## config.mk

```make
export PLATFORM = sky130hd
export DESIGN_NAME = id_ex_stage
export DESIGN_NICKNAME = d
export VERILOG_FILES = /design/src/rtl/id_ex_stage_pkg.sv /design/src/rtl/id_ex_stage_fwd_sel.sv /design/src/rtl/id_ex_stage.sv
export SDC_FILE = /design/constraint.sdc
export NUM_CORES = 1
export LEC_CHECK = 0
export CORE_MARGIN = 2
export CORE_UTILIZATION = 40
export DETAILED_ROUTE_END_ITERATION = 10
export PLACE_DENSITY = 0.74
export RECOVER_POWER = 25
export SYNTH_ARGS = -nofsm -noshare
export SYNTH_HDL_FRONTEND = slang
export SYNTH_SLANG_ARGS = --single-unit
```

## constraint.sdc

```tcl
create_clock -name clk -period 3.8 [get_ports clk]
set_clock_uncertainty 0.15 [all_clocks]
set_input_delay 0.76 -clock clk [delete_from_list [all_inputs] [get_ports clk]]
set_output_delay 0.76 -clock clk [all_outputs]
set_load 0.02 [all_outputs]
```

## src/rtl/id_ex_stage_pkg.sv

```systemverilog
// Shared definitions for the ID/EX stage: ALU opcodes, forward selects,
// and the control bundle carried from ID through EX.
package id_ex_stage_pkg;

    localparam logic [3:0] ALU_AND = 4'b0000;
    localparam logic [3:0] ALU_OR  = 4'b0001;
    localparam logic [3:0] ALU_ADD = 4'b0010;
    localparam logic [3:0] ALU_SUB = 4'b0110;
    localparam logic [3:0] ALU_SLT = 4'b0111;
    localparam logic [3:0] ALU_SLL = 4'b1000;
    localparam logic [3:0] ALU_SRL = 4'b1001;
    localparam logic [3:0] ALU_SRA = 4'b1010;
    localparam logic [3:0] ALU_NOR = 4'b1100;

    localparam logic [1:0] FWD_REG   = 2'b00;
    localparam logic [1:0] FWD_MEMWB = 2'b01;
    localparam logic [1:0] FWD_EXMEM = 2'b10;

    typedef struct packed {
        logic valid;
        logic reg_write;
        logic mem_read;
        logic mem_write;
        logic mem_to_reg;
    } ex_ctrl_t;

    localparam ex_ctrl_t CTRL_BUBBLE = '0;

endpackage

```

## src/rtl/id_ex_stage_fwd_sel.sv

```systemverilog
// Forward-source select for one EX operand; the younger EX/MEM
// result takes precedence over MEM/WB, and register 0 never forwards.
module fwd_sel #(
    parameter int REG_AW = 5
) (
    input  logic [REG_AW-1:0] src,
    input  logic              exmem_reg_write,
    input  logic [REG_AW-1:0] exmem_rd,
    input  logic              memwb_reg_write,
    input  logic [REG_AW-1:0] memwb_rd,
    output logic [1:0]        sel
);
    import id_ex_stage_pkg::*;

    logic ex_hit;
    logic wb_hit;

    assign ex_hit = exmem_reg_write && (exmem_rd != '0)
                 && (exmem_rd == src);
    assign wb_hit = memwb_reg_write && (memwb_rd != '0)
                 && (memwb_rd == src) && !ex_hit;

    always_comb begin
        sel = FWD_REG;
        unique case (1'b1)
            ex_hit:  sel = FWD_EXMEM;
            wb_hit:  sel = FWD_MEMWB;
            default: sel = FWD_REG;
        endcase
    end

endmodule

```

## src/rtl/id_ex_stage.sv

```systemverilog
// ID/EX pipeline register with operand forwarding and load-use
// hazard detection; drives the ALU operands directly.
module id_ex_stage #(
    parameter int DATA_W = 32,
    parameter int REG_AW = 5,
    parameter int OP_W   = 4
) (
    input  logic              clk,
    input  logic              reset,
    input  logic              i_stall,
    input  logic              i_flush,
    input  logic              i_valid,
    input  logic [DATA_W-1:0] i_rs_data,
    input  logic [DATA_W-1:0] i_rt_data,
    input  logic [15:0]       i_imm,
    input  logic [REG_AW-1:0] i_rs,
    input  logic [REG_AW-1:0] i_rt,
    input  logic [REG_AW-1:0] i_rd,
    input  logic [4:0]        i_shamt,
    input  logic [OP_W-1:0]   i_ALUop,
    input  logic              i_ALUSrc,
    input  logic              i_RegDst,
    input  logic              i_RegWrite,
    input  logic              i_MemRead,
    input  logic              i_MemWrite,
    input  logic              i_MemtoReg,
    input  logic              i_exmem_RegWrite,
    input  logic [REG_AW-1:0] i_exmem_rd,
    input  logic [DATA_W-1:0] i_exmem_result,
    input  logic              i_memwb_RegWrite,
    input  logic [REG_AW-1:0] i_memwb_rd,
    input  logic [DATA_W-1:0] i_memwb_result,
    output logic [DATA_W-1:0] o_data1,
    output logic [DATA_W-1:0] o_data2,
    output logic [4:0]        o_shamt,
    output logic [OP_W-1:0]   o_ALUop,
    output logic [DATA_W-1:0] o_store_data,
    output logic [REG_AW-1:0] o_wr_addr,
    output logic              o_RegWrite,
    output logic              o_MemRead,
    output logic              o_MemWrite,
    output logic              o_MemtoReg,
    output logic              o_valid,
    output logic              o_hazard
);
    import id_ex_stage_pkg::*;

    ex_ctrl_t          ex_ctrl;
    logic [REG_AW-1:0] ex_rs;
    logic [REG_AW-1:0] ex_rt;
    logic [REG_AW-1:0] ex_wr_addr;
    logic [DATA_W-1:0] ex_rs_val;
    logic [DATA_W-1:0] ex_rt_val;
    logic [15:0]       ex_imm;
    logic [4:0]        ex_shamt;
    logic [OP_W-1:0]   ex_alu_op;
    logic              ex_alu_src;

    logic              wt_rs;
    logic              wt_rt;
    logic              load_bubble;
    logic [1:0]        sel_a;
    logic [1:0]        sel_b;
    logic [DATA_W-1:0] fwd_a;
    logic [DATA_W-1:0] fwd_b;

    assign o_hazard = ex_ctrl.valid && ex_ctrl.mem_read
                   && (ex_wr_addr != '0)
                   && ((ex_wr_addr == i_rs) || (ex_wr_addr == i_rt))
                   && i_valid;

    assign load_bubble = i_flush || (!i_stall && o_hazard);

    // MEM/WB retires this cycle, so its value is written through now
    assign wt_rs = i_memwb_RegWrite && (i_memwb_rd != '0)
                && (i_memwb_rd == i_rs);
    assign wt_rt = i_memwb_RegWrite && (i_memwb_rd != '0)
                && (i_memwb_rd == i_rt);

    always_ff @(posedge clk or posedge reset) begin
        if (reset) begin
            ex_ctrl    <= CTRL_BUBBLE;
            ex_rs      <= '0;
            ex_rt      <= '0;
            ex_wr_addr <= '0;
            ex_rs_val  <= '0;
            ex_rt_val  <= '0;
            ex_imm     <= '0;
            ex_shamt   <= '0;
            ex_alu_op  <= OP_W'(ALU_AND);
            ex_alu_src <= 1'b0;
        end else if (load_bubble) begin
            ex_ctrl    <= CTRL_BUBBLE;
            ex_rs      <= '0;
            ex_rt      <= '0;
            ex_wr_addr <= '0;
            ex_rs_val  <= '0;
            ex_rt_val  <= '0;
            ex_imm     <= '0;
            ex_shamt   <= '0;
            ex_alu_op  <= OP_W'(ALU_AND);
            ex_alu_src <= 1'b0;
        end else if (!i_stall) begin
            ex_ctrl    <= '{i_valid, i_RegWrite, i_MemRead,
                            i_MemWrite, i_MemtoReg};
            ex_rs      <= i_rs;
            ex_rt      <= i_rt;
            ex_wr_addr <= i_RegDst ? i_rd : i_rt;
            ex_rs_val  <= wt_rs ? i_memwb_result : i_rs_data;
            ex_rt_val  <= wt_rt ? i_memwb_result : i_rt_data;
            ex_imm     <= i_imm;
            ex_shamt   <= i_shamt;
            ex_alu_op  <= i_ALUop;
            ex_alu_src <= i_ALUSrc;
        end
    end

    fwd_sel #(.REG_AW(REG_AW)) u_fwd_a (
        .src             (ex_rs),
        .exmem_reg_write (i_exmem_RegWrite),
        .exmem_rd        (i_exmem_rd),
        .memwb_reg_write (i_memwb_RegWrite),
        .memwb_rd        (i_memwb_rd),
        .sel             (sel_a)
    );

    fwd_sel #(.REG_AW(REG_AW)) u_fwd_b (
        .src             (ex_rt),
        .exmem_reg_write (i_exmem_RegWrite),
        .exmem_rd        (i_exmem_rd),
        .memwb_reg_write (i_memwb_RegWrite),
        .memwb_rd        (i_memwb_rd),
        .sel             (sel_b)
    );

    always_comb begin
        fwd_a = ex_rs_val;
        unique case (sel_a)
            FWD_EXMEM: fwd_a = i_exmem_result;
            FWD_MEMWB: fwd_a = i_memwb_result;
            default:   fwd_a = ex_rs_val;
        endcase
    end

    always_comb begin
        fwd_b = ex_rt_val;
        unique case (sel_b)
            FWD_EXMEM: fwd_b = i_exmem_result;
            FWD_MEMWB: fwd_b = i_memwb_result;
            default:   fwd_b = ex_rt_val;
        endcase
    end

    assign o_data1      = fwd_a;
    assign o_store_data = fwd_b;
    assign o_data2      = ex_alu_src
                        ? {{(DATA_W-16){ex_imm[15]}}, ex_imm}
                        : fwd_b;
    assign o_shamt      = ex_shamt;
    assign o_ALUop      = ex_alu_op;
    assign o_wr_addr    = ex_wr_addr;
    assign o_RegWrite   = ex_ctrl.reg_write;
    assign o_MemRead    = ex_ctrl.mem_read;
    assign o_MemWrite   = ex_ctrl.mem_write;
    assign o_MemtoReg   = ex_ctrl.mem_to_reg;
    assign o_valid      = ex_ctrl.valid;

endmodule
```

=== Word level (Yosys, flattened, before mapping) ===
Index checks and enable logic that the tools add are counted.

* Bits in registers: 110
* Output and inout port bits: 116
* Logic and storage cells: 78

* Eq/ne operators: 13
* Multiplexer cells: 28
* Reduce and logical (&&, ||, !) cells: 23

{| class="wikitable"
|+ Operators by type and width
! operator !! number
|-
| 2-to-1 mux 32 bit || 7
|-
| case mux 32 bit (2 select lines) || 2
|-
| 2-to-1 mux 5 bit || 11
|-
| equality test 5 bit || 8
|-
| 2-to-1 mux 16 bit || 2
|-
| logical AND 1 bit || 15
|-
| nonzero test 5 bit || 3
|-
| 2-to-1 mux 4 bit || 2
|-
| case mux 2 bit (2 select lines) || 2
|-
| equality test 2 x 1 -> 1 bit (second input constant) || 2
|-
| equality test 2 bit (second input constant) || 2
|-
| logical NOT 1 bit || 3
|-
| logical OR 1 bit || 2
|-
| 2-to-1 mux 1 bit || 2
|-
| inequality test 2 x 1 -> 1 bit (second input constant) || 1
|}

=== Longest topological paths before layout ===
Gate-level depths: netlist of the first run.

* Depth after elaboration: 9
* Gate-level depth with buffers: 9
* Depth with buffers taken out: 5

=== Hierarchy ===
From an unflattened synthesis of the first run, not the netlist that was laid out.

* Cells, all modules: 877
* Area, all modules: 7432.1 µm²

{| class="wikitable"
|+ Modules (own cells, without submodules)
! module !! instances !! cells an instance !! area an instance (µm²) !! sequential area each (µm²)
|-
| id_ex_stage || 1 || 837 || 7129.3 || 2752.6
|-
| fwd_sel || 2 || 20 || 151.4 || 0.0
|}

=== Worst setup path after synthesis of the first run ===
Ideal clock, no wire load.

* Path kind: input -> output
* Start point: input port i_memwb_rd[0]
* End point: output port o_data2[10]
* Arrival: 2.875 ns
* Setup slack: 0.015 ns
* Stages on the path: 9
* Cells stage by stage: buf_2 > or4_4 > o21a_1 > buf_6 > and3_1 > buf_6 > buf_6 > mux2i_1 > a221oi_1

* Cells in the longest elaborated chain, start to end: 8
* Elaborated cells on any way between the ends: 10
* Classes of those cells: eq/ne: 3; mux: 3; reduce/logical: 4

{| class="wikitable"
|+ Ends and longest elaborated chain
! what !! line !! source
|-
| start, declared || id_ex_stage.sv:31 || <nowiki>input logic [REG_AW-1:0] i_memwb_rd,</nowiki>
|-
| nonzero test 5 bit || id_ex_stage_fwd_sel.sv:20 || <nowiki>assign wb_hit = memwb_reg_write && (memwb_rd != '0)</nowiki>
|-
| logical AND 1 bit || id_ex_stage_fwd_sel.sv:20 ||
|-
| logical AND 1 bit * (2 in series) || id_ex_stage_fwd_sel.sv:21 || <nowiki>&& (memwb_rd == src) && !ex_hit;</nowiki>
|-
| case mux 2 bit (2 select lines) * || id_ex_stage_fwd_sel.sv:25 || <nowiki>unique case (1'b1)</nowiki>
|-
| equality test 2 x 1 -> 1 bit / equality test 2 bit (equally long branches) || id_ex_stage.sv:147 || <nowiki>unique case (sel_b)</nowiki>
|-
| case mux 32 bit (2 select lines) * || id_ex_stage.sv:147 ||
|-
| 2-to-1 mux 32 bit * || id_ex_stage.sv:157 || <nowiki>? {{(DATA_W-16){ex_imm[15]}}, ex_imm}</nowiki>
|-
| end, declared || id_ex_stage.sv:34 || <nowiki>output logic [DATA_W-1:0] o_data2,</nowiki>
|}

Mark *: on every way between the ends. The rest lies on a longest branch, timed or not.

=== Worst setup path after layout of the first run ===
* Start point: input port i_memwb_rd[4]
* End point: output port o_data2[31]

Same word-level chain as after synthesis.

==> results of run 1 <==
metrics by stage:
stage	TNS [ns]	setup WS [ns]
final	0	0.0586
after global routing	0	0.00873
after CTS	-0.00767	-0.00682
after detailed placement	-42.50	-0.577
after global placement	-40.32	-0.564
after floorplan	0	0.0153
cell type report:
type | count | share of cell area [%]
sequential | 110 | 23.0
clock buffer | 12 | 2.14
timing repair buffer | 384 | 30.7
inverter | 16 | 0.533
tap | 234 | 2.45
multi-input combinational | 711 | 40.6
antenna | 2 | 0.0418
clock inverter | 4 | 0.585
where the power goes:
part	internal, W	switching [W]	total, W
Clock	0.000613	0.000427	0.00104
Combinational	0.000511	0.000545	0.00106
Sequential	0.00124	0.0000571	0.00129
Total	0.00236	0.00103	0.00339
worst max-delay path: cells and delay by family:
| family | cells | cell delay (ns) |
|---|---|---|
| simple gates | 2 | 0.71 |
| buf+inv | 4 | 0.78 |
| compound gates | 3 | 0.57 |
per-layer routing:
metal  global-route usage, %  part of all wire (%)  routed length [microns]
met1                    37.1                    40                    12000
met2                    46.9                    48                    14300
met3                    6.28                   8.2                     2430
met4                    13.2                   3.3                      964
met5                       0                     0                        0
logic make-up after synthesis:
group	after synthesis	share of synthesized area, %
compound gates	258	19.5
xor+xnor	40	4.67
flops	110	36.7
mux	116	15.5
simple gates	297	18.1
buf+inv	99	5.59
placed cells by master (no fill, tap or decap), drive strengths merged, types with 2 or more instances in the layout:
cell,n
nor2,61
clkdlybuf4s50,198
dlymetal6s2s,6
nor4,3
xnor2,11
or4,3
bufinv,2
clkbuf,24
dlygate4sd2,8
nand2,143
clkinv,2
buf,133
o21ai,144
inv,15
mux2i,116
and3,19
diode,2
xor2,29
a221oi,32
clkdlybuf4s15,26
nor3,20
nor2b,42
a21oi,61
dfrtp,110
nand3,5
o21a,2
o31ai,17
sequential cells by signal, indices dropped and copies added, names as in the netlist:
register    cells
ex_alu_src      1
o_MemWrite      1
o_wr_addr       5
o_ALUop         4
o_valid         1
o_MemRead       1
ex_rt           5
o_shamt         5
ex_rs           5
ex_imm         16
ex_rs_val      32
o_MemtoReg      1
ex_rt_val      32
o_RegWrite      1
worst max-delay path by stage:
stage | to | slack [ns]
floorplan | o_data2[10] | 0.02
global placement | o_data2[26] | -0.56
detailed placement | o_data2[17] | -0.58
CTS | o_data2[23] | -0.007
global route | o_data1[6] | 0.009
finish | o_data2[31] | 0.06
repair_timing:
item	4_1_cts	5_1_grt
cloned	2	3
resized for setup	418	42
endpoints found under the setup margin	96	90
setup buffers	2	4
pin swaps	15	14
==> metrics.txt, run 1 <==
run status=complete, but fails checks; violated checks=max-capacitance violations, max-slew violations; cts hold-fix bufs=0; RSZ-0062 raised after global routing=false; Setup Viol. Count Final=0; routed len/inst=about 20 microns; HPWL Detailed=between 20000 and 25000 microns; CTS clk-pin slew, worst paths=around 0.070 ns; placed cell area=between 10000 and 15000 sq um; CORE AREA=between 15000 and 20000 sq um; HP Start=ex_rs_val[2]$_DFFE_PP0P_; Synth async-reset ratio=100%; total power=~0.0034 W; global placer's final weighted congestion=about 0.9; height of the die=between 100 and 150 microns; post-synth top area cell=dfrtp_1; CTS tree=done; global-route wire length before repair=between 40000 and 50000 microns; drt first-iter violations=between 400 and 500; Initial Util=between 40 and 50%; residual DRC count=0; crit share post-route=a little over nine tenths; CTS buffer count=9; leakage=4.84 nW; Post-Syn Nets=about 1100; critical path startpoint category=input pin; FMAX=267 MHz; initial antenna violation count=2; required time worst endpoint=slightly below 3 ns; Slowest cell on crit path=or4_4; Least-Margin Pin Slew=roughly 1.6 ns; die area=19900 sq um; GR Overflow Total=0; placed insts=~1400; global-route usage over all layers=28.9%; largest net degree at the start of global routing=around 110; H-tree levels=3; worst vdd ir=261 uV; CTS max path bufs=2; launch point of the worst path=i_memwb_rd[4]; maximum capacitance violations=1; final-layout fill cell count=~1600; post-synthesis cell area=7500 sq um; DRT antenna net count=0; Synth cell types=28; fin nets=roughly 1400; sequential area share after synthesis=36.7%; cells on worst reg2reg path=6; Hold Fails Final Rpt=0; port bufs=between 300 and 400; P&R area growth vs syn=59.5%; crit-path max FO=7; vias in the first global route=roughly 8000; layout cell share with drive strength beyond 1=19.5%; Die W=~140 microns; Synth Flop Type=dfrtp_1; top-area cell type share of the netlist area=36.7%; arrival time worst endpoint=about 2.8 ns; Hold Path Depth=2; Vias=slightly above 8000; #FFs+latches synth=between 100 and 150; number of synthesized flops with an enable pin=0; FF-to-FF setup slack=around 1.2 ns; CP Cell Sequence=dlygate4sd2_1, or4_4, o21a_1, buf_6, nand3_4, buf_16, a221oi_4, o31ai_1, buf_2; final core occ=between 60% and 70%; Fin Hold WS=0.329 ns; slowest stage delay, CP=roughly 0.57 ns; top-count cell post-synth=nand2_1; Syn Area/Cell=8.16 sq um; FF-to-FF End=ex_rt_val[22]$_DFFE_PP0P_; num rows=50; Yosys warning total=0; Synth Instances=a little over 900; Max-slew headroom=-5.68%; Finished Layout Cells=1473; area of the multi-input gates=slightly below 5000 sq um; Hold Path Sink=ex_rs_val[2]$_DFFE_PP0P_; min Tclk post-route=roughly 3.7 ns; min-delay worst type=reg2reg; DRT Pass-1 Iters=6; FF+latch area=about 2800 sq um; final wirelength=between 20000 and 30000 microns; final slew viol count=111; clk root buf=clkbuf_16; element type at the critical path end=primary output; routed vias/inst=roughly 5.6; Clock Latency Late Sink=~0.35 ns; reg2reg start=o_wr_addr[2]$_DFFE_PP0P_; CP Class=in2out; Commonest cells post-synth=nand2_1 (143), mux2i_1 (116), dfrtp_1 (110); CTS sink count=110; num ports=307; pwr/cell area=283 nW/um^2; top cells by area, synth=dfrtp_1 (37%), mux2i_1 (15%), nand2_1 (7.2%), o21ai_0 (6.4%), a21oi_1 (4.1%); fin area=roughly 12000 sq um
Power figures use the tool's default switching activity.
==> inputs of run 2 (changes only) <==
--- a/constraint.sdc
+++ b/constraint.sdc
@@ -3,3 +3,3 @@
 set_input_delay 0.76 -clock clk [delete_from_list [all_inputs] [get_ports clk]]
 set_output_delay 0.76 -clock clk [all_outputs]
-set_load 0.02 [all_outputs]
+set_load 0.01 [all_outputs]
==> metrics.txt, run 2 (synthesis gave the netlist of run 1 again) <==
Finished Layout Cells=1469 (-0.27%); P&R area growth vs syn=58.8%; Max-slew headroom=-5.13% (+0.55 points); CTS sink count=110 (unchanged); final-layout fill cell count=1627 (+0.99%); Reg power frac=39.7% (+1.6 points); CTS max path bufs=2 (unchanged); port bufs=306 (unchanged); NetSw=0.000974 W (-5.4%); min Tclk post-route=3.75 ns (+0.0102 ns); crit-path max FO=10 (+3); layout cell share with drive strength beyond 1=15.1% (-4.4 points); num ports=307 (unchanged); setup TNS=0 ns (unchanged); final slew viol count=111 (unchanged); FMAX=267 MHz (-0.27%); leading cell type in the layout, fill and taps excluded=clkdlybuf4s50_1; Comb power frac=29.3% (-1.9 points); Hold Path Depth=2 (unchanged); routed vias/inst=5.58 (+0.48%); Vias=8201 (+0.21%); initial antenna violation count=0 (-2); CTS buffer count=9 (unchanged); Hold Fails Final Rpt=0 (unchanged); cts hold-fix bufs=0 (unchanged); global placer's final weighted congestion=0.878 (-0.22%); run status=complete, but fails checks; die area=19900 sq um (unchanged); cells on worst reg2reg path=6 (unchanged); CTS tree=done; clk root buf=clkbuf_16; Least-Margin Pin Slew=1.58 ns (-0.00823 ns); CTS clk-pin slew, worst paths=0.08 ns (about the same); cell-internal power=0.00228 W (-3.2%); pwr/cell area=273 nW/um^2 (-3.5%); Largest regs=ex_rs_val (32), ex_rt_val (32), ex_imm (16); required time worst endpoint=2.89 ns (about the same); GR Overflow Total=0 (unchanged); DRT antenna net count=0 (unchanged); final core occ=64.1% (-0.29 points); FF-to-FF setup slack=1.29 ns (+0.05 ns); CORE AREA=18600 sq um (unchanged); FF-to-FF End=ex_rt_val[19]$_DFFE_PP0P_; maximum capacitance violations=1 (unchanged); violated checks=max-capacitance violations, max-slew violations; reg2reg start=o_wr_addr[2]$_DFFE_PP0P_; residual DRC count=0 (unchanged); H-tree levels=3 (unchanged); HP Start=ex_rt_val[9]$_DFFE_PP0P_; critical path startpoint category=input pin; element type at the critical path end=primary output; placed insts=1439 (-0.42%); worst vdd ir=196 uV (-25%); global-route usage over all layers=29.1% (+0.21 points); CP Class=in2out; global-route wire length before repair=45400 microns (+0.38%); Sw Ratio=29.9% (-0.47 points); Die W=141 microns (unchanged); leakage=4.87 nW (+0.74%); arrival time worst endpoint=2.84 ns (about the same); Ant. Diodes=0 (-2); HPWL Detailed=20000 microns (-0.99%); routed len/inst=20.1 microns (-0.13%); largest net degree at the start of global routing=111 (unchanged); commonest non-fill, non-tap cells in the layout=clkdlybuf4s50_1 (198), nand2_1 (143), mux2i_1 (113), dfrtp_1 (109), o21ai_0 (96); fin nets=1421 (-0.14%); min-delay worst type=reg2reg; Clock Latency Late Sink=0.35 ns (about the same); num rows=50 (unchanged); final wirelength=29500 microns (-0.40%); Initial Util=40.4% (unchanged); Setup Viol. Count Final=0 (unchanged); crit share post-route=98.7% (+0.27 points); Hold Path Sink=ex_rt_val[9]$_DFFE_PP0P_; drt first-iter violations=452 (-2.6%); Clock power frac=30.9% (+0.2 points); DRT Pass-1 Iters=5 (-1); vias in the first global route=7981 (-2.3%); height of the die=141 microns (unchanged)
==> run 2: changes by cell type in the layout (fill, tap and decap cells not counted), moves of 6 or more <==
cell and delta:
clkdlybuf4s15_2 -20, buf_2 -28, buf_4 -14, clkdlybuf4s15_1 +9, dlymetal6s2s_1 -6, dlygate4sd2_1 +45, clkbuf_2 +13
==> run 2: through the flow <==
stage	power (W)	setup WS (ns)	hold WS (ns)	instance area, sq um
6_report	0.00326	0.0483	0.335	11900
5_1_grt	0.00340	-0.000550	0.363	11900
4_1_cts	0.00326	-0.0122	0.337	11900
3_5_place_dp	0.00227	-0.528	0.323	11200
3_3_place_gp	0.00226	-0.509	0.313	11200
2_1_floorplan	0.00168	0.233	0.299	7510
==> run 2: what timing repair did <==
item / CTS / global route
gates cloned: 6 / 0
resized for setup: 220 / 80
setup buffers: 8 / 1
endpoints found under the setup margin: 96 / 49
pin swaps: 15 / 12
==> run 2: worst max path at each step <==
stage                            end  slack (ns)     startpoint  depth (start not counted)
floorplan                o_data2[10]        0.23  i_memwb_rd[0]                          9
global placement    o_store_data[10]       -0.51  i_memwb_rd[4]                          9
detailed placement  o_store_data[10]       -0.53  i_memwb_rd[4]                          9
CTS                 o_store_data[10]       -0.01  i_memwb_rd[2]                          9
global route        o_store_data[25]     -0.0005  i_memwb_rd[0]                         11
finish               o_store_data[0]        0.05  i_memwb_rd[2]                          9
==> run 2: power groups by stage <==
| stage | sequential (W) | clock, W | combinational [W] |
|---|---|---|---|
| after floorplan | 0.00130 | 0 | 0.000388 |
| after global placement | 0.00131 | 0 | 0.000949 |
| after detailed placement | 0.00131 | 0 | 0.000960 |
| after CTS | 0.00129 | 0.00102 | 0.000946 |
| after global routing | 0.00130 | 0.00107 | 0.00103 |
| final | 0.00129 | 0.00101 | 0.000955 |
==> run 2: area by class of cell <==
class                      count  area [sq um]  area share, %
inverter                      16          63.8          0.536
clock buffer                  12           256           2.15
multi-input combinational    711          4830           40.6
sequential                   110          2750           23.1
tap                          234           293           2.46
timing repair buffer         382          3660           30.7
clock inverter                 4          52.6          0.441
==> run 2: routing by layer <==
layer | global-route usage, % | part of all wire [%]
met5 | 0 | 0
met4 | 9.21 | 2.5
met3 | 6.62 | 7.9
met2 | 49.0 | 48
met1 | 37.4 | 41
==> run 2: worst max-delay path, cell delays in order <==
cell and delay, ns:
dlygate4sd2_1 0.25, or4_4 0.57, o21a_1 0.23, and3_4 0.17, buf_12 0.15, mux2i_2 0.16, buf_4 0.14, a21oi_1 0.12
clkdlybuf4s15_1 0.29
==> inputs of run 3 (changes only) <==
- CORE_UTILIZATION: 40 -> 44
- CTS_CLUSTER_SIZE: not set -> 12
- PLACE_DENSITY: 0.74 -> 0.78
- clock period: 3.8 -> 3.9 ns (I/O delays scaled with it)
==> metrics.txt, run 3 (synthesis gave the netlist of run 1 again) <==
min Tclk post-route=roughly 3.9 ns; Largest regs=ex_rs_val (32), ex_rt_val (32), ex_imm (16); Comb power frac=29.5% (+0.2 points); FF-to-FF End=ex_rt_val[17]$_DFFE_PP0P_; CP Class=in2out; arrival time worst endpoint=2.93 ns (+0.09 ns); final-layout fill cell count=1318 (-19%); crit-path max FO=7 (-3); initial antenna violation count=1 (+1); routed len/inst=20.2 microns (+0.53%); FMAX=around 260 MHz; NetSw=0.000947 W (-2.7%); Clock power frac=30.9% (about the same); crit share post-route=98.9%; GRT met2 Usage=50.8% (+1.8 points); Vias=8404 (+2.5%); Sw Ratio=29.8% (-0.071 points); leakage=5.15 nW (+5.8%); Clock Latency Late Sink=0.35 ns (about the same); reg2reg start=o_wr_addr[2]$_DFFE_PP0P_; commonest non-fill, non-tap cells in the layout=clkdlybuf4s50_1 (198), nand2_1 (143), mux2i_1 (114), dfrtp_1 (109), o21ai_0 (96); routed vias/inst=5.69 (+2.0%); DRT antenna net count=0 (unchanged); num ports=307 (unchanged); met3 usage=7.06% (+0.43 points); CTS clk-pin slew, worst paths=0.07 ns (about the same); residual DRC count=0 (unchanged); CTS buffer count=9 (unchanged); HPWL Detailed=20400 microns (+1.6%); Least-Margin Pin Slew=2.26 ns (+0.685 ns); DP Worst Slack=-0.409 ns (+0.119 ns); fin worst setup slack=0.0442 ns (-0.00419 ns); cells on worst reg2reg path=6 (unchanged); critical path startpoint category=input pin; port bufs=306 (unchanged); global placer's final weighted congestion=0.908 (+3.4%); run status=complete, but fails checks; global-route wire length before repair=43000 microns (-5.2%); slowest stage delay, CP=0.34 ns (-0.23 ns); layout cell share with drive strength beyond 1=15.7% (+0.64 points); cts hold-fix bufs=0 (unchanged); GR Overflow Total=0 (unchanged); CP Cell Sequence=dlygate4sd2_1, xor2_1, nor3_2, buf_4, nand3_4, buf_12, buf_4, a221oi_2, o31ai_1, dlygate4sd2_1; CORE AREA=16600 sq um (-10%); drt first-iter violations=519 (+15%); area of the multi-input gates=4720 sq um (-2.4%); Die W=135 microns (-4.5%); final wirelength=29800 microns (+1.0%); WP buf/inv=5 (+1); maximum capacitance violations=1 (unchanged); CTS sink count=110 (unchanged); Slowest cell on crit path=a221oi_2; FF+latch area=2750 sq um (unchanged); violated checks=max-capacitance violations, max-slew violations; HP Start=ex_rt_val[11]$_DFFE_PP0P_; M1 GR Usage=38.5% (+1.0 points); Initial Util=45.1% (+4.7 points); busiest grt layer=met2; DRT Pass-1 Iters=5 (unchanged); height of the die=135 microns (-4.5%); largest net degree at the start of global routing=65 (-41%); CTS tree=done; Fin Hold WS=0.338 ns (+0.00245 ns); setup TNS=0 ns (unchanged); required time worst endpoint=2.97 ns (+0.08 ns); Max-slew headroom=-51.6% (-47 points); Hold Path Depth=2 (unchanged); total power=0.00318 W (-2.5%); Hold Path Sink=ex_rt_val[11]$_DFFE_PP0P_; die area=18100 sq um (-8.8%); Reg power frac=39.7% (about the same); P&R area growth vs syn=59.9%; vias in the first global route=7779 (-2.5%); worst vdd ir=193 uV (-1.5%); leading cell type in the layout, fill and taps excluded=clkdlybuf4s50_1; CTS max path bufs=2 (unchanged); largest delay contributor family on the critical path=buffers and inverters; Hold Fails Final Rpt=0 (unchanged); min-delay worst type=reg2reg; final slew viol count=48 (-57%); num rows=47 (-6.0%); cell-internal power=0.00223 W (-2.4%); element type at the critical path end=primary output; FF-to-FF setup slack=1.31 ns (+0.02 ns); clk root buf=clkbuf_16; H-tree levels=3 (unchanged); pwr/cell area=265 nW/um^2 (-3.1%); global-route usage over all layers=30.4% (+1.3 points); fin nets=1441 (+1.4%); Setup Viol. Count Final=0 (unchanged)
==> run 3: worst register-to-register path: stages (launching register included) <==
cell and delay, ns:
dfrtp_1 0.45, or4_1 0.61, o2111ai_4 0.21, buf_4 0.42, o21ai_4 0.11, buf_12 0.20
o21ai_0 0.33
==> run 3: timing repair <==
| item | CTS | global route |
|---|---|---|
| pin swaps | 2 | 7 |
| setup endpoints to repair | 95 | 89 |
| buffers inserted | 2 | 26 |
| gates resized for setup | 207 | 68 |
| cloned | 0 | 3 |
==> run 3: layout make-up <==
type / instances / share of cell area, %
clock buffers: 12 / 2.14
clock inverters: 4 / 0.448
well taps: 220 / 2.29
flip-flops and latches: 110 / 23.0
inverters: 16 / 0.511
diodes: 1 / 0.0209
repair buffers: 402 / 32.3
multi-input cells: 711 / 39.3
==> run 3: power groups by stage <==
stage | clock network (W) | registers (W) | logic (W)
6_report | 0.000981 | 0.00126 | 0.000936
3_5_place_dp | 0 | 0.00127 | 0.000933
2_1_floorplan | 0 | 0.00126 | 0.000377
5_1_grt | 0.00103 | 0.00127 | 0.00100
4_1_cts | 0.000991 | 0.00125 | 0.000890
3_3_place_gp | 0 | 0.00127 | 0.000921
==> run 3: through the flow <==
| stage | cells | area (sq um) | utilization [%] |
|---|---|---|---|
| 2_1_floorplan | 920 | 7500 | - |
| 3_3_place_gp | 1428 | 11200 | 67.2 |
| 3_5_place_dp | 1428 | 11200 | 67.2 |
| 4_1_cts | 1446 | 11500 | 69.0 |
| 5_1_grt | 1475 | 12000 | 72.1 |
| 6_report | 1476 | 12000 | 72.1 |
==> run 3: how the worst max path moves through the flow <==
stage / end / depth (start not counted) / startpoint
after floorplan: ex_alu_src$_DFFE_PP0P_ / 1 / reset
after global placement: o_data2[23] / 9 / i_memwb_rd[4]
after detailed placement: o_data2[9] / 8 / i_memwb_rd[4]
after CTS: o_store_data[15] / 8 / i_memwb_rd[4]
after global routing: o_data2[25] / 10 / i_memwb_rd[3]
final: o_data2[25] / 10 / i_memwb_rd[3]
==> run 3: routing by layer <==
layer  share of wire (%)  vias to the layer above
met1                  39                     4000
met4                 3.1                        0
met2                  49                      466
met3                 9.0                       59
met5                   0                        -
li1                    -                     3879
